File: src/rtl/riscv_mem_pkg.sv
// Shared definitions for the zilla_32 memory-access stage.
// Provides load/store funct3 encodings, the MEM FSM state type and small
// helpers for access-size decoding (misalignment, byte enables, store lanes).
package riscv_mem_pkg;

  localparam logic [2:0] F3_LB  = 3'b000;
  localparam logic [2:0] F3_LH  = 3'b001;
  localparam logic [2:0] F3_LW  = 3'b010;
  localparam logic [2:0] F3_LBU = 3'b100;
  localparam logic [2:0] F3_LHU = 3'b101;
  localparam logic [2:0] F3_SB  = 3'b000;
  localparam logic [2:0] F3_SH  = 3'b001;
  localparam logic [2:0] F3_SW  = 3'b010;

  typedef enum logic {
    IDLE = 1'b0,
    REQ  = 1'b1
  } mem_state_t;

  // Size is funct3[1:0]; the reserved code 11 is handled as a word access.
  function automatic logic is_misaligned(logic [2:0] f3, logic [1:0] lo);
    case (f3[1:0])
      F3_LB[1:0]: return 1'b0;
      F3_LH[1:0]: return lo[0];
      default:    return |lo;
    endcase
  endfunction

  function automatic logic [3:0] lane_be(logic [2:0] f3, logic [1:0] lo);
    case (f3[1:0])
      F3_SB[1:0]: return 4'b0001 << lo;
      F3_SH[1:0]: return lo[1] ? 4'b1100 : 4'b0011;
      default:    return 4'b1111;
    endcase
  endfunction

  // Store data is replicated so every lane carries the value; be selects.
  function automatic logic [31:0] lane_wdata(logic [2:0] f3, logic [31:0] d);
    case (f3[1:0])
      F3_SB[1:0]: return {4{d[7:0]}};
      F3_SH[1:0]: return {2{d[15:0]}};
      F3_SW[1:0]: return d;
      default:    return d;
    endcase
  endfunction

endpackage

File: src/rtl/load_align.sv
// Load data alignment: picks the addressed byte/halfword out of the read word
// and sign- or zero-extends it according to funct3.
// Ports:
//   i_rdata    32  word returned by data memory
//   i_addr_lo   2  byte offset of the access
//   i_funct3    3  load size/sign
//   o_data_c   32  extended load value (combinational)
module load_align
  import riscv_mem_pkg::*;
(
  input  logic [31:0] i_rdata,
  input  logic [1:0]  i_addr_lo,
  input  logic [2:0]  i_funct3,
  output logic [31:0] o_data_c
);

  logic [7:0]  w_byte;
  logic [15:0] w_half;

  // Lane select, then extension
  always_comb begin
    w_byte   = 8'h00;
    w_half   = 16'h0000;
    o_data_c = i_rdata;
    case (i_addr_lo)
      2'd0:    w_byte = i_rdata[7:0];
      2'd1:    w_byte = i_rdata[15:8];
      2'd2:    w_byte = i_rdata[23:16];
      default: w_byte = i_rdata[31:24];
    endcase
    w_half = i_addr_lo[1] ? i_rdata[31:16] : i_rdata[15:0];
    case (i_funct3)
      F3_LB:   o_data_c = {{24{w_byte[7]}}, w_byte};
      F3_LBU:  o_data_c = {24'h000000, w_byte};
      F3_LH:   o_data_c = {{16{w_half[15]}}, w_half};
      F3_LHU:  o_data_c = {16'h0000, w_half};
      F3_LW:   o_data_c = i_rdata;
      default: o_data_c = i_rdata;
    endcase
  end

endmodule

File: src/rtl/mem_access_stage.sv
// zilla_32 MEM stage: passes ALU results to write-back and performs loads and
// stores on the data memory over a req/ack handshake. Stalls upstream while a
// request is outstanding. All write-back outputs are registered (MEM/WB).
// Optional feature macro: MEM_ACK_TIMEOUT_EN -- abandon a request after
// ACK_TIMEOUT cycles without ack and complete with wb_bus_err.
// Ports:
//   risc_clk, risc_rst_n (sync, active-low)
//   ex_*      instruction from execute (valid, address/result, store data, rd,
//             funct3, load/store/writes-GPR flags)
//   mem_stall upstream hold
//   dmem_*    data memory request/response
//   wb_*      registered result to write-back (valid, rd, data, flags)
module mem_access_stage
  import riscv_mem_pkg::*;
#(
  parameter int unsigned XLEN        = 32,
  parameter int unsigned ACK_TIMEOUT = 64
) (
  input  logic            risc_clk,
  input  logic            risc_rst_n,
  input  logic            ex_valid,
  input  logic [XLEN-1:0] ex_alu_out,
  input  logic [XLEN-1:0] ex_store_data,
  input  logic [4:0]      ex_rd,
  input  logic [2:0]      ex_funct3,
  input  logic            ex_load_en,
  input  logic            ex_store_en,
  input  logic            ex_wr_data_en,
  output logic            mem_stall,
  output logic            dmem_req,
  output logic            dmem_we,
  output logic [XLEN-1:0] dmem_addr,
  output logic [XLEN-1:0] dmem_wdata,
  output logic [3:0]      dmem_be,
  input  logic            dmem_ack,
  input  logic [XLEN-1:0] dmem_rdata,
  output logic            wb_valid,
  output logic            wb_wr_data_en,
  output logic [4:0]      wb_rd,
  output logic [XLEN-1:0] wb_data,
  output logic            wb_misalign,
  output logic            wb_bus_err
);

  if (XLEN != 32 || ACK_TIMEOUT == 0) begin : g_param_check
    $error("mem_access_stage: XLEN must be 32 and ACK_TIMEOUT nonzero");
  end

  mem_state_t      r_state, w_state_nxt;
  logic            r_dmem_we, w_dmem_we_nxt;
  logic [XLEN-1:0] r_dmem_addr, w_dmem_addr_nxt;
  logic [XLEN-1:0] r_dmem_wdata, w_dmem_wdata_nxt;
  logic [3:0]      r_dmem_be, w_dmem_be_nxt;
  logic [1:0]      r_addr_lo, w_addr_lo_nxt;
  logic [2:0]      r_funct3, w_funct3_nxt;
  logic [4:0]      r_rd, w_rd_nxt;
  logic            r_wr_en, w_wr_en_nxt;
  logic            r_is_load, w_is_load_nxt;
  logic            r_wb_valid, w_wb_valid_nxt;
  logic            r_wb_wr_data_en, w_wb_wr_data_en_nxt;
  logic [4:0]      r_wb_rd, w_wb_rd_nxt;
  logic [XLEN-1:0] r_wb_data, w_wb_data_nxt;
  logic            r_wb_misalign, w_wb_misalign_nxt;
  logic            r_wb_bus_err, w_wb_bus_err_nxt;

  logic            w_is_mem;
  logic            w_misalign;
  logic            w_enter_req;
  logic            w_timeout;
  logic [XLEN-1:0] w_load_data;

  assign w_is_mem   = ex_load_en | ex_store_en;
  assign w_misalign = is_misaligned(ex_funct3, ex_alu_out[1:0]);

  load_align u_load_align (
    .i_rdata   (dmem_rdata),
    .i_addr_lo (r_addr_lo),
    .i_funct3  (r_funct3),
    .o_data_c  (w_load_data)
  );

`ifdef MEM_ACK_TIMEOUT_EN
  localparam int unsigned CNT_W = $clog2(ACK_TIMEOUT + 1);

  logic [CNT_W-1:0] r_to_cnt;

  // Expiry fires in the ACK_TIMEOUT-th REQ cycle; an ack that cycle wins
  assign w_timeout = (r_state == REQ) && !dmem_ack &&
                     (r_to_cnt == CNT_W'(ACK_TIMEOUT - 1));

  // Cycles spent in REQ without ack
  always_ff @(posedge risc_clk) begin
    if (!risc_rst_n) begin
      r_to_cnt <= '0;
    end else if (w_enter_req) begin
      r_to_cnt <= '0;
    end else if (r_state == REQ && !dmem_ack) begin
      r_to_cnt <= r_to_cnt + CNT_W'(1);
    end
  end
`else
  assign w_timeout = 1'b0;
`endif

  // Next state and next values of every registered output
  always_comb begin
    w_state_nxt         = r_state;
    w_dmem_we_nxt       = r_dmem_we;
    w_dmem_addr_nxt     = r_dmem_addr;
    w_dmem_wdata_nxt    = r_dmem_wdata;
    w_dmem_be_nxt       = r_dmem_be;
    w_addr_lo_nxt       = r_addr_lo;
    w_funct3_nxt        = r_funct3;
    w_rd_nxt            = r_rd;
    w_wr_en_nxt         = r_wr_en;
    w_is_load_nxt       = r_is_load;
    w_wb_valid_nxt      = 1'b0;
    w_wb_wr_data_en_nxt = r_wb_wr_data_en;
    w_wb_rd_nxt         = r_wb_rd;
    w_wb_data_nxt       = r_wb_data;
    w_wb_misalign_nxt   = r_wb_misalign;
    w_wb_bus_err_nxt    = r_wb_bus_err;
    w_enter_req         = 1'b0;

    case (r_state)
      IDLE: begin
        if (ex_valid) begin
          if (!w_is_mem || w_misalign) begin
            // Completes immediately; a misaligned access never reaches memory
            w_wb_valid_nxt      = 1'b1;
            w_wb_data_nxt       = ex_alu_out;
            w_wb_rd_nxt         = ex_rd;
            w_wb_wr_data_en_nxt = ex_wr_data_en & ~w_is_mem;
            w_wb_misalign_nxt   = w_is_mem;
            w_wb_bus_err_nxt    = 1'b0;
          end else begin
            w_state_nxt      = REQ;
            w_enter_req      = 1'b1;
            w_dmem_we_nxt    = ex_store_en;
            w_dmem_addr_nxt  = {ex_alu_out[XLEN-1:2], 2'b00};
            w_dmem_wdata_nxt = lane_wdata(ex_funct3, ex_store_data);
            w_dmem_be_nxt    = lane_be(ex_funct3, ex_alu_out[1:0]);
            w_addr_lo_nxt    = ex_alu_out[1:0];
            w_funct3_nxt     = ex_funct3;
            w_rd_nxt         = ex_rd;
            w_wr_en_nxt      = ex_wr_data_en;
            w_is_load_nxt    = ex_load_en;
          end
        end
      end
      REQ: begin
        if (dmem_ack) begin
          w_state_nxt         = IDLE;
          w_wb_valid_nxt      = 1'b1;
          w_wb_rd_nxt         = r_rd;
          w_wb_wr_data_en_nxt = r_is_load & r_wr_en;
          w_wb_data_nxt       = r_is_load ? w_load_data
                                          : {r_dmem_addr[XLEN-1:2], r_addr_lo};
          w_wb_misalign_nxt   = 1'b0;
          w_wb_bus_err_nxt    = 1'b0;
        end else if (w_timeout) begin
          w_state_nxt         = IDLE;
          w_wb_valid_nxt      = 1'b1;
          w_wb_rd_nxt         = r_rd;
          w_wb_wr_data_en_nxt = 1'b0;
          w_wb_data_nxt       = '0;
          w_wb_misalign_nxt   = 1'b0;
          w_wb_bus_err_nxt    = 1'b1;
        end
      end
      default: w_state_nxt = IDLE;
    endcase
  end

  // State and output registers
  always_ff @(posedge risc_clk) begin
    if (!risc_rst_n) begin
      r_state         <= IDLE;
      r_dmem_we       <= 1'b0;
      r_dmem_addr     <= '0;
      r_dmem_wdata    <= '0;
      r_dmem_be       <= 4'h0;
      r_addr_lo       <= 2'b00;
      r_funct3        <= 3'b000;
      r_rd            <= 5'd0;
      r_wr_en         <= 1'b0;
      r_is_load       <= 1'b0;
      r_wb_valid      <= 1'b0;
      r_wb_wr_data_en <= 1'b0;
      r_wb_rd         <= 5'd0;
      r_wb_data       <= '0;
      r_wb_misalign   <= 1'b0;
      r_wb_bus_err    <= 1'b0;
    end else begin
      r_state         <= w_state_nxt;
      r_dmem_we       <= w_dmem_we_nxt;
      r_dmem_addr     <= w_dmem_addr_nxt;
      r_dmem_wdata    <= w_dmem_wdata_nxt;
      r_dmem_be       <= w_dmem_be_nxt;
      r_addr_lo       <= w_addr_lo_nxt;
      r_funct3        <= w_funct3_nxt;
      r_rd            <= w_rd_nxt;
      r_wr_en         <= w_wr_en_nxt;
      r_is_load       <= w_is_load_nxt;
      r_wb_valid      <= w_wb_valid_nxt;
      r_wb_wr_data_en <= w_wb_wr_data_en_nxt;
      r_wb_rd         <= w_wb_rd_nxt;
      r_wb_data       <= w_wb_data_nxt;
      r_wb_misalign   <= w_wb_misalign_nxt;
      r_wb_bus_err    <= w_wb_bus_err_nxt;
    end
  end

  // Request and stall are decodes of the registered state
  assign mem_stall     = (r_state == REQ);
  assign dmem_req      = (r_state == REQ);
  assign dmem_we       = r_dmem_we;
  assign dmem_addr     = r_dmem_addr;
  assign dmem_wdata    = r_dmem_wdata;
  assign dmem_be       = r_dmem_be;
  assign wb_valid      = r_wb_valid;
  assign wb_wr_data_en = r_wb_wr_data_en;
  assign wb_rd         = r_wb_rd;
  assign wb_data       = r_wb_data;
  assign wb_misalign   = r_wb_misalign;
  assign wb_bus_err    = r_wb_bus_err;

endmodule

File: config.mk
export PLATFORM = sky130hd
export DESIGN_NAME = mem_access_stage
export DESIGN_NICKNAME = d
export VERILOG_FILES = /design/src/rtl/riscv_mem_pkg.sv /design/src/rtl/load_align.sv /design/src/rtl/mem_access_stage.sv
export SDC_FILE = /design/constraint.sdc
export NUM_CORES = 1
export LEC_CHECK = 0
export BUFFER_PORTS_ARGS = -buffer_cell sky130_fd_sc_hd__buf_2
export CAP_MARGIN = 20
export CORE_UTILIZATION = 24
export CTS_BUF_LIST = sky130_fd_sc_hd__clkbuf_4 sky130_fd_sc_hd__clkbuf_8
export DETAILED_ROUTE_END_ITERATION = 8
export GPL_ROUTABILITY_DRIVEN = 0
export SLEW_MARGIN = 20
export SYNTH_ARGS = -nofsm -noshare
export SYNTH_HDL_FRONTEND = slang
export SYNTH_SLANG_ARGS = --single-unit
File: constraint.sdc
create_clock -name risc_clk -period 4.6 [get_ports risc_clk]
set_input_delay 0.46 -clock risc_clk [delete_from_list [all_inputs] [get_ports risc_clk]]
set_output_delay 0.46 -clock risc_clk [all_outputs]
set_load 0.01 [all_outputs]
## Word-level counts from Yosys, hierarchy flattened

Cells that the tools add are included.

| operators by class | value |
|---|---|
| $add $sub $neg | 0 |
| multiply operators | 0 |
| div/mod/pow operators | 0 |
| $lt $le $gt $ge | 0 |
| equality and inequality tests | 9 |
| shift-type cells | 1 |
| muxes and demuxes | 35 |
| bitwise logic cells | 6 |
| reductions and logical operators | 8 |

Operators with widths:

| kind | number |
|---|---|
| 32-bit 2-to-1 mux | 4 |
| 32-bit case mux with 2 select lines | 2 |
| 32-bit case mux with 4 select lines | 1 |
| 8-bit case mux with 3 select lines | 1 |
| 16-bit 2-to-1 mux | 1 |
| 5-bit 2-to-1 mux | 3 |
| 1-bit 2-to-1 mux | 14 |
| 1-bit case mux with 2 select lines | 6 |
| 5-bit case mux with 2 select lines | 1 |
| 4-bit case mux with 2 select lines | 1 |
| 3-bit == test, second input constant | 2 |
| 2-bit inequality test, second input constant | 3 |
| 3-bit AND reduction | 2 |
| 2-bit by 1-bit == test with 1-bit output, second input constant | 2 |
| 2-bit logical NOT | 2 |
| 4-bit 2-to-1 mux | 1 |
| 1-bit by 2-bit left shift with 4-bit output, first input constant | 1 |
| 3-bit by 1-bit == test with 1-bit output, second input constant | 1 |
| 3-bit logical NOT | 1 |
| 1-bit NOT | 3 |
| 1-bit AND | 2 |
| 2-bit == test, second input constant | 1 |
| 2-bit OR reduction | 1 |
| 1-bit logical NOT | 1 |
| 2 further kinds | 2 |

| storage, ports and cells | value |
|---|---|
| register bits after elaboration | 121 |
| bits in latches | 0 |
| bits in writable memories | 0 |
| bits in read-only memories | 0 |
| output and inout port bits | 112 |
| logic and storage cells | 75 |
| memories | 0 |

## Depth between registers and ports, before layout

Gate-level depths: netlist of the first run.

| logic depth | value |
|---|---|
| depth after elaboration | 6 |
| depth in mapped cells | 8 |
| mapped depth without buffers | 5 |

## Modules after synthesis

Synthesis of the first run repeated with hierarchy kept, for this count alone.

| second synthesis, totals | value |
|---|---|
| cell total of the unflattened synthesis | 836 |
| area total of the unflattened synthesis | 6590.1 um^2 |

By module, submodules not included:

| module | instances | cells each | area each (um^2) | sequential area each (um^2) |
|---|---|---|---|---|
| mem_access_stage | 1 | 703 | 5620.4 | 2402.3 |
| load_align | 1 | 133 | 969.7 | 0.0 |

## Least setup slack after synthesis of the first run

Ideal clock, no wire load.

| path | value |
|---|---|
| kind | input to register |
| start point | input port dmem_rdata[23] |
| end point | register r_wb_data[10], in the netlist wb_data[10] |
| arrival | 1.708 ns |
| data required time | 4.482 ns |
| slack | 2.775 ns |
| stages | 5 |
| path buffers | 0 |
| cell sequence | mux2_1 > a22o_1 > a221o_1 > a221o_1 > o2111a_1 |

| on the way | value |
|---|---|
| longest elaborated chain between the ends | 5 |

Ends and longest elaborated chain:

| item | line | text |
|---|---|---|
| from (decl) | mem_access_stage.sv:36 | `input logic [XLEN-1:0] dmem_rdata,` |
| 8-bit case mux with 3 select lines | load_align.sv:25 | `case (i_addr_lo)` |
| 32-bit case mux with 4 select lines | load_align.sv:32 | `case (i_funct3)` |
| 32-bit 2-to-1 mux | mem_access_stage.sv:157 | `w_wb_data_nxt = r_is_load ? w_load_data` |
| 32-bit 2-to-1 mux | mem_access_stage.sv:152 | `if (dmem_ack) begin` |
| 32-bit case mux with 2 select lines | mem_access_stage.sv:125 | `case (r_state)` |
| to (signal assigned) | mem_access_stage.sv:208 | `r_wb_data <= w_wb_data_nxt;` |
| to (decl) | mem_access_stage.sv:62 | `logic [XLEN-1:0] r_wb_data, w_wb_data_nxt;` |

Every way passes these cells. The select of a mux whose other input is x is not followed.
A chain may end at the register's enable or synchronous reset.

## Final worst setup path of the first run

| path | value |
|---|---|
| start point | register r_addr_lo[1] |
| end point | register r_wb_data[26], in the netlist wb_data[26] |

| on the way | value |
|---|---|
| longest elaborated chain between the ends | 6 |
| elaborated cells on any way between the ends | 9 |
| those cells by class | 2 x eq/ne; 6 x mux; 1 x reduce/logical |

Ends and longest elaborated chain:

| item | line | text |
|---|---|---|
| from (decl) | mem_access_stage.sv:54 | `logic [1:0] r_addr_lo, w_addr_lo_nxt;` |
| from (signal assigned) | mem_access_stage.sv:200 | `r_addr_lo <= w_addr_lo_nxt;` |
| 2-bit == test (tied with other cells) | load_align.sv:25 |  |
| 8-bit case mux with 3 select lines | load_align.sv:25 |  |
| 32-bit case mux with 4 select lines * | load_align.sv:32 |  |
| 32-bit 2-to-1 mux * | mem_access_stage.sv:157 |  |
| 32-bit 2-to-1 mux * | mem_access_stage.sv:152 |  |
| 32-bit case mux with 2 select lines * | mem_access_stage.sv:125 |  |

Every way passes the cells marked *; elsewhere a longest branch is shown, timed or not. The select of a mux whose other input is x is not followed.

==> run summary, run 1 <==
status: finished, final reports clean
post-synthesis cell type count: 43
Synth area leader: dfxtp_1
Total Routing Usage GR: 0.174
# DRC: 0
post-CTS setup buffers: 0
hold_buf cts: 0
FF-to-FF End: wb_data[26]$_SDFFE_PN0P_
period utilization: 0.560
crit path launch type: register
worst-path fanout max: 23
clock latency on the worst-skew pair: 0.45 ns
synth warn: 0
R2R depth: 5
fmax: 0.388 GHz
Hold Path Origin: ex_alu_out[5]
number of synthesized flops with an enable pin: 0
Longest Clk Path Bufs: 2
Max Transition Viols Final: 0
RSZ-0062 raised after global routing: false
Hold Crit Depth: 3
worst-margin pin slew: 1.07 ns
hold slack: 0.265 ns
Top FF cell, synth: dfxtp_1
Initial Util: 0.244
register area share after synthesis: 0.406
setup TNS: 0 ns
io pins: 223
row count: 57
TritonCTS Sinks: 120
ys async rst share: 0
share of layout cells above drive strength 1: 0.296
Synth Register Bits: 120
Yosys top cell area share: 0.406
vias in the first global route: 5,928
dpl hpwl: 15.4 mm
relative slew slack: 0.285
skew final: 0.0194 ns
Post-Syn Area: 5920 um^2
reg2reg setup slack: 2.02 ns
r2r startpoint: r_addr_lo[1]$_SDFFE_PN0P_
Clock transition at path regs: 0.09 ns
WP data required: 4.97 ns
Worst EP arrival: 2.95 ns
count of final hold-check violations: 0
GRT Residual Overflow: 0
WL final: 22.0 mm
die height: 159 um
CTS tree: yes
Total Nets Final: 1,028
CTS buffer count: 17
core box area: 24,200 um^2
worst vdd ir: 0.184 mV
number of iterations in the first detailed-routing pass: 5
CP Class: register to register
Crit. End Element: register
H-Tree Depth: 4
ranking of synthesized cells by area: dfxtp_1 41%, nand2_1 13%, a21boi_0 7.7%
1st-iter DRT viols: 422
most numerous cell in the Yosys netlist: nand2_1
Max Cap Violations: 0
setup violators final: 0
synthesis-to-layout area growth: 29.1%
fin crit period: 2.58 ns
cells after synthesis: 742
largest net degree at the start of global routing: 80
I/O Buffers: 219
CTS-repair resized insts: 0
die area: 25,300 um^2
via density per instance: 4.92
Antenna Nets Post-Route: 0
Hold WC Path Type: primary input to register
initial antenna violation count: 3
Worst Hold End: dmem_addr[5]$_SDFFE_PN0P_
first-pass GRT wire length: 34.3 mm
drt wl/cell: 17.5 um
Power Density: 350 nW/um^2
leakage power: 0.00340 uW
chip width: 159 um
Syn Area/Cell: 7.98 um^2
via count of the routed design: 6,188
CTS root buffer: clkbuf_8
most frequent cells after synthesis: 202 x nand2_1, 120 x dfxtp_1, 61 x a21boi_0, 56 x o21ai_0, 55 x clkbuf_1
-- where the power goes --
group,switching (uW),internal (uW),leakage [uW]
Clock,497,554,0.000202
Sequential,56.1,1110,0.000984
Combinational,276,180,0.00221
-- layout by cell type, fill, tap and decap left out, types with 4 or more instances in the layout --
cell / count
a221o_1: 8
o2111a_1: 7
nand3_1: 18
nand2_1: 201
clkinvlp_4: 4
nor3b_1: 4
inv_1: 7
o211a_1: 25
o221ai_1: 24
nand2b_1: 11
a21boi_0: 61
o31ai_1: 6
dfxtp_1: 118
o211ai_1: 8
mux2_2: 8
o22ai_1: 12
a21oi_1: 30
buf_4: 10
mux2i_1: 21
buf_2: 218
clkbuf_8: 18
o21ai_0: 56
a21o_1: 4
nor2_1: 10
-- worst max-delay path, cell delays in order (launching register included) --
cell,delay (ns)
dfxtp_1,0.88
mux2_2,0.33
a22oi_1,0.11
a21oi_2,0.73
o221ai_1,0.25
a21oi_1,0.20
-- state kept, by name, summed over array words and instances, names as in the netlist, 2 cells and up --
name,count
dmem_addr,30
dmem_wdata,32
r_funct3,3
r_rd,5
r_addr_lo,2
dmem_be,4
wb_data,32
wb_rd,5
-- routing by layer --
layer  GRT usage  share of wire  vias to the layer above
met5           0              0                        -
met1       0.221           0.45                     2941
met2       0.280           0.46                      236
met3      0.0565          0.073                       28
li1            -              -                     2983
met4      0.0524          0.020                        0
-- through the flow --
step	std cells	total power (uW)	cell area, um^2	util	setup WS, ns
6_report	1257	2670	7640	0.315	2.02
2_1_floorplan	744	1440	5930	-	2.77
3_3_place_gp	1222	1640	7210	0.297	1.61
5_1_grt	1255	2810	7640	0.315	1.79
4_1_cts	1254	2710	7630	0.315	2.00
3_5_place_dp	1222	1650	7210	0.297	1.54
-- final cells by class --
| type | count | area (um^2) |
|---|---|---|
| diodes | 3 | 7.51 |
| clock buffers | 18 | 248 |
| clock inverters | 14 | 174 |
| fillers | 2655 | 16600 |
| inverters | 7 | 26.3 |
| multi-input cells | 543 | 3210 |
| flip-flops and latches | 120 | 2400 |
| well taps | 324 | 405 |
| repair buffers | 228 | 1170 |
-- worst max path at each step --
| stage | slack (ns) | to | cells after the start | from |
|---|---|---|---|---|
| after floorplan | 2.77 | wb_data[10]$_SDFFE_PN0P_ | 5 | dmem_rdata[23] |
| after global placement | 1.61 | wb_data[14]$_SDFFE_PN0P_ | 5 | ex_funct3[0] |
| after detailed placement | 1.54 | wb_data[8]$_SDFFE_PN0P_ | 5 | ex_funct3[0] |
| after CTS | 2.00 | wb_data[26]$_SDFFE_PN0P_ | 5 | r_addr_lo[1]$_SDFFE_PN0P_ |
| after global routing | 1.79 | wb_data[19]$_SDFFE_PN0P_ | 5 | r_addr_lo[1]$_SDFFE_PN0P_ |
| final | 2.02 | wb_data[26]$_SDFFE_PN0P_ | 5 | r_addr_lo[1]$_SDFFE_PN0P_ |
-- cells by family (layout without fill, tap and decap cells) --
group | count (synthesis) | in the layout | synth area share
AO/OA/AOI/OAI | 251 | 251 | 0.303
buffers and inverters | 81 | 267 | 0.0560
flip-flops | 120 | 120 | 0.406
multiplexers | 30 | 30 | 0.0526
other | 1 | 6 | 0.000633
AND/OR/NAND/NOR | 259 | 259 | 0.182
Note: power is estimated with default switching activity, not from simulation.
==> run 2: changes to the inputs <==
- clock period: 4.6 -> 2.51 ns (I/O delays scaled with it)
==> run 2 against run 1 <==
Net effect:
- register-to-register slack got worse by 1.5 ns
- cell count rose by 0.80%
- critical endpoint is now wb_data[14]$_SDFFE_PN0P_
- largest power group unchanged
- largest cell class unchanged
- global-route usage increased by 0.13 points
- worst hold slack lost 0.21 ns
- sequential share of layout area is 0.57 points lower
- clock power grew 91%
- sequential cell count is the same
- sequential power is 80% higher
- clock skew decreased by 0.0054 ns
- highest routed layer unchanged
- clock-buffer cell count rose by 5
==> run summary, run 2 (synthesis gave the netlist of run 1 again) <==
setup violators final: 0 (unchanged)
Power Density: 643 nW/um^2 (+84%)
share of layout cells above drive strength 1: 0.304 (+0.00823)
fmax: 0.503 GHz (+30%)
CP Class: register to register
first-pass GRT wire length: 34.4 mm (+0.20%)
worst-path fanout max: 7 (-70%)
worst-margin pin slew: 0.616 ns (-0.457 ns)
row count: 57 (unchanged)
count of final hold-check violations: 0 (unchanged)
number of iterations in the first detailed-routing pass: 5 (unchanged)
1st-iter DRT viols: 438 (+3.8%)
# DRC: 0 (unchanged)
setup TNS: 0 ns (unchanged)
Initial Util: 0.244 (unchanged)
TritonCTS Sinks: 120 (unchanged)
met3 GRT Util: 0.0539 (-0.00260)
die height: 159 um (unchanged)
CTS root buffer: clkbuf_8
I/O Buffers: 219 (unchanged)
skew final: 0.0140 ns (-0.00538 ns)
hold_buf cts: 0 (unchanged)
die area: 25,300 um^2 (unchanged)
initial antenna violation count: 2 (-1)
vias in the first global route: 5,877 (-0.86%)
via density per instance: 4.95 (+0.51%)
Total Routing Usage GR: 0.175 (+0.00128)
design area: 7780 um^2 (+1.8%)
drt wl/cell: 17.6 um (+0.33%)
WL final: 22.3 mm (+1.1%)
synthesis-to-layout area growth: 31.4%
Worst EP arrival: 2.32 ns (-0.63 ns)
clock latency on the worst-skew pair: 0.45 ns (about the same)
CTS buffer count: 17 (unchanged)
dpl hpwl: 15.9 mm (+3.5%)
GRT Residual Overflow: 0 (unchanged)
chip width: 159 um (unchanged)
crit path launch type: register
CTS-repair resized insts: 0 (unchanged)
post-CTS setup buffers: 0 (unchanged)
status: finished, final reports clean
core box area: 24,200 um^2 (unchanged)
worst vdd ir: 0.264 mV (+43%)
commonest non-fill, non-tap cells in the layout: 218 x buf_2, 201 x nand2_1, 118 x dfxtp_1, 61 x a21boi_0, 56 x o21ai_0
RSZ-0062 raised after global routing: false
Total Nets Final: 1,040 (+1.2%)
setup slack at placement: 0.539 ns (-0.997 ns)
io pins: 223 (unchanged)
busiest grt layer: met2
CTS tree: yes
relative slew slack: 0.588 (+0.303)
met1 Usage GRT: 0.234 (+0.0128)
Worst Slack Setup Final: 0.523 ns (-1.50 ns)
leakage power: 0.00350 uW (+2.9%)
placed cell area: 7340 um^2 (+1.8%)
fin crit period: 1.99 ns (-0.591 ns)
met2 Use GR: 0.264 (-0.0156)
Clock transition at path regs: 0.08 ns (about the same)
Antenna Nets Post-Route: 0 (unchanged)
period utilization: 0.791 (+0.231)
Crit. End Element: register
Max Cap Violations: 0 (unchanged)
Final Core Density: 0.321 (+0.00578)
H-Tree Depth: 4 (unchanged)
most common cell after layout, fill and taps aside: buf_2
Hold WC Path Type: primary input to register
WP data required: 2.84 ns (-2.13 ns)
largest net degree at the start of global routing: 68 (-15%)
Longest Clk Path Bufs: 2 (unchanged)
via count of the routed design: 6,269 (+1.3%)
Max Transition Viols Final: 0 (unchanged)
reg2reg setup slack: 0.52 ns (-1.50 ns)
[run 2: routing by layer]
| layer | up-vias | wire length [um] |
|---|---|---|
| li1 | 2996 | - |
| met1 | 2932 | 10100 |
| met2 | 302 | 9740 |
| met3 | 39 | 1760 |
| met4 | 0 | 608 |
| met5 | - | 0 |
[run 2: path summary, 6_finish.rpt]
path                                     from                          end  cells after the start
setup reg to reg    r_addr_lo[1]$_SDFFE_PN0P_     wb_data[14]$_SDFFE_PN0P_                      5
setup / recovery    r_addr_lo[1]$_SDFFE_PN0P_     wb_data[14]$_SDFFE_PN0P_                      5
hold reg to reg   dmem_wdata[28]$_SDFFE_PN0P_  dmem_wdata[28]$_SDFFE_PN0P_                      2
hold / removal                  ex_alu_out[5]    dmem_addr[5]$_SDFFE_PN0P_                      3
[run 2: power breakdown]
| group | total, uW | internal, uW | switching, uW | leakage (uW) |
|---|---|---|---|---|
| Clock | 2010 | 1190 | 819 | 0.000230 |
| Sequential | 2110 | 2040 | 78.2 | 0.000984 |
| Combinational | 882 | 352 | 530 | 0.00228 |
| Total | 5000 | 3580 | 1430 | 0.00350 |
[run 2: area by class of cell]
class	count	area, um^2
inverters	7	26.3
clock inverters	8	144
fillers	2685	16500
well taps	324	405
repair buffers	240	1290
clock buffers	23	298
flip-flops and latches	120	2400
diodes	2	5.00
multi-input cells	543	3210
[run 2: per-stage QoR]
stage | hold slack [ns] | cells | power (uW)
finish | 0.0552 | 1267 | 5000
global route | 0.0263 | 1266 | 5250
CTS | 0.0206 | 1265 | 5080
detailed placement | 0.456 | 1234 | 3040
global placement | 0.448 | 1234 | 3030
floorplan | 0.396 | 744 | 2630
[run 2: worst max-delay path: stages (launching register included)]
cell	delay, ns
dfxtp_1	0.40
mux2_1	0.36
a22o_1	0.22
a221o_1	0.43
a221o_1	0.32
o2111a_1	0.14
==> run 3: changes to the inputs <==
- clock period: 2.51 -> 1.8 ns (I/O delays scaled with it)
==> run 3 against run 2 <==
Net effect:
- the run now ends with setup timing left
- clock-buffer cell count fell by 6
- die area did not move
- setup slack got worse by 0.60 ns
- fmax rose by 6.0%
- register-to-register slack got worse by 0.60 ns
- critical path depth did not move
- via count rose by 3.7%
- clock skew barely moved
- worst hold slack got worse by 0.028 ns
- core utilization rose by 2.5 points
- sequential power rose by 40%
- critical endpoint is now wb_data[13]$_SDFFE_PN0P_
==> run summary, run 3 (synthesis gave the netlist of run 1 again) <==
Longest Clk Path Bufs: 2 (unchanged)
CP Class: register to register
Total Nets Final: 1,098 (+5.6%)
fmax: 0.534 GHz (+6.0%)
dpl hpwl: 16.3 mm (+2.4%)
Total Routing Usage GR: 0.180 (+0.00457)
most common cell after layout, fill and taps aside: buf_2
H-Tree Depth: 4 (unchanged)
die height: 159 um (unchanged)
Crit. End Element: register
clock latency on the worst-skew pair: 0.44 ns (about the same)
commonest non-fill, non-tap cells in the layout: 218 x buf_2, 201 x nand2_1, 117 x dfxtp_1, 61 x a21boi_0, 56 x o21ai_0
status: finished with violations
Worst EP arrival: 2.21 ns (-0.11 ns)
first-pass GRT wire length: 35.8 mm (+4.0%)
Worst Hold End: dmem_we$_SDFFE_PN0P_
worst-margin pin slew: 0.504 ns (-0.112 ns)
die area: 25,300 um^2 (unchanged)
failing checks: setup timing
RSZ-0062 raised after global routing: true
via density per instance: 4.91 (-0.82%)
GRT Residual Overflow: 0 (unchanged)
Initial Util: 0.244 (unchanged)
WL final: 22.8 mm (+2.3%)
1st-iter DRT viols: 502 (+15%)
via count of the routed design: 6,502 (+3.7%)
synthesis-to-layout area growth: 41.5%
WP data required: 2.13 ns (-0.71 ns)
# DRC: 0 (unchanged)
io pins: 223 (unchanged)
total power: 7080 uW (+41%)
multi-input logic area: 3220 um^2 (+0.59%)
I/O Buffers: 219 (unchanged)
FF-to-FF End: wb_data[13]$_SDFFE_PN0P_
core box area: 24,200 um^2 (unchanged)
leakage power: 0.00376 uW (+7.3%)
crit path launch type: register
row count: 57 (unchanged)
largest net degree at the start of global routing: 54 (-21%)
period utilization: 1.04 (+0.249)
chip width: 159 um (unchanged)
R2R depth: 5 (unchanged)
Hold WC Path Type: primary input to register
FF+latch area: 2410 um^2 (+0.16%)
worst vdd ir: 0.480 mV (+82%)
DP Cell Count: 1,252 (+1.5%)
Max Cap Violations: 0 (unchanged)
Hold Crit Depth: 3 (unchanged)
relative slew slack: 0.664 (+0.0755)
Max Transition Viols Final: 0 (unchanged)
Hold Path Origin: ex_store_en
Clock transition at path regs: 0.08 ns (about the same)
# fillers: 2,577 (-4.0%)
worst-path fanout max: 7 (unchanged)
r2r startpoint: r_addr_lo[1]$_SDFFE_PN0P_
fin crit period: 1.87 ns (-0.113 ns)
CTS buffer count: 17 (unchanged)
fin cells: 1,325 (+4.6%)
number of iterations in the first detailed-routing pass: 5 (unchanged)
Worst Slack Setup Final: -0.0734 ns (-0.597 ns)
vias in the first global route: 6,314 (+7.4%)
Power Density: 845 nW/um^2 (+31%)
CTS tree: yes
Antenna Nets Post-Route: 0 (unchanged)
CTS root buffer: clkbuf_8
count of final hold-check violations: 0 (unchanged)
skew final: 0.0139 ns (-0.000103 ns)
initial antenna violation count: 1 (-1)
drt wl/cell: 17.2 um (-2.2%)
TritonCTS Sinks: 120 (unchanged)
share of layout cells above drive strength 1: 0.310 (+0.00607)
setup violators final: 8 (+8)
reg2reg setup slack: -0.07 ns (-0.60 ns)
## run 3: cell types whose count changed in the layout (fill, tap and decap cells not counted), sizes merged
cell         delta
dlygate4sd3    +39
clkinv          -1
clkbuf          -6
inv             +3
diode           -1
buf            +19
clkinvlp        +5
## run 3: critical path: stages (launching register included)
cell      delay (ns)
dfxtp_4         0.37
mux2_4          0.31
a22o_1          0.22
a221o_2         0.43
a221o_1         0.30
o2111a_1        0.13
## run 3: report_power, final
part           total, uW  internal, uW  switching, uW
clock network       2750          1510           1240
registers           2950          2840            115
logic               1370           601            769
## run 3: timing repair
action,in CTS,in global routing
pin swaps,3,4
hold buffers,39,0
setup endpoints to repair,23,25
gates cloned,0,0
gates resized for setup,6,1
endpoints found under the hold margin,39,0
setup buffers,0,1
## run 3: how the worst max path moves through the flow
stage | slack (ns) | end | start | cells after the start
CTS | -0.07 | wb_data[13]$_SDFFE_PN0P_ | r_addr_lo[1]$_SDFFE_PN0P_ | 5
finish | -0.07 | wb_data[13]$_SDFFE_PN0P_ | r_addr_lo[1]$_SDFFE_PN0P_ | 5
detailed placement | -0.20 | wb_data[17]$_SDFFE_PN0P_ | r_funct3[0]$_SDFFE_PN0P_ | 5
global placement | -0.14 | wb_data[28]$_SDFFE_PN0P_ | r_addr_lo[1]$_SDFFE_PN0P_ | 6
global route | -0.11 | wb_data[13]$_SDFFE_PN0P_ | r_addr_lo[1]$_SDFFE_PN0P_ | 5
floorplan | 0.01 | wb_data[10]$_SDFFE_PN0P_ | r_addr_lo[1]$_SDFFE_PN0P_ | 5
## run 3: cell type report
type                            instances  area share
Multi-Input combinational cell        543       0.385
Sequential cell                       120       0.288
Timing Repair Buffer                  298       0.224
Tap cell                              324      0.0484
Clock buffer                           17      0.0279
Clock inverter                         15      0.0237
Inverter                                7     0.00314
Antenna cell                            1    0.000299
## run 3: metal layers
metal	global-route usage	vias up	part of all wire
li1	-	3118	-
met1	0.235	3076	0.45
met4	0.0726	0	0.031
met5	0	-	0
met2	0.282	269	0.45
met3	0.0466	39	0.072
## run 3: through the flow
step	util	TNS, ns	worst slack (ns)	hold WS [ns]	cell area, um^2
floorplan	-	0	0.0119	0.325	5930
global placement	0.310	-2.64	-0.139	0.442	7510
detailed placement	0.310	-3.59	-0.197	0.447	7510
CTS	0.344	-0.416	-0.0680	0.00150	8350
global route	0.345	-1.04	-0.107	0.00999	8380
finish	0.345	-0.425	-0.0734	0.0275	8380
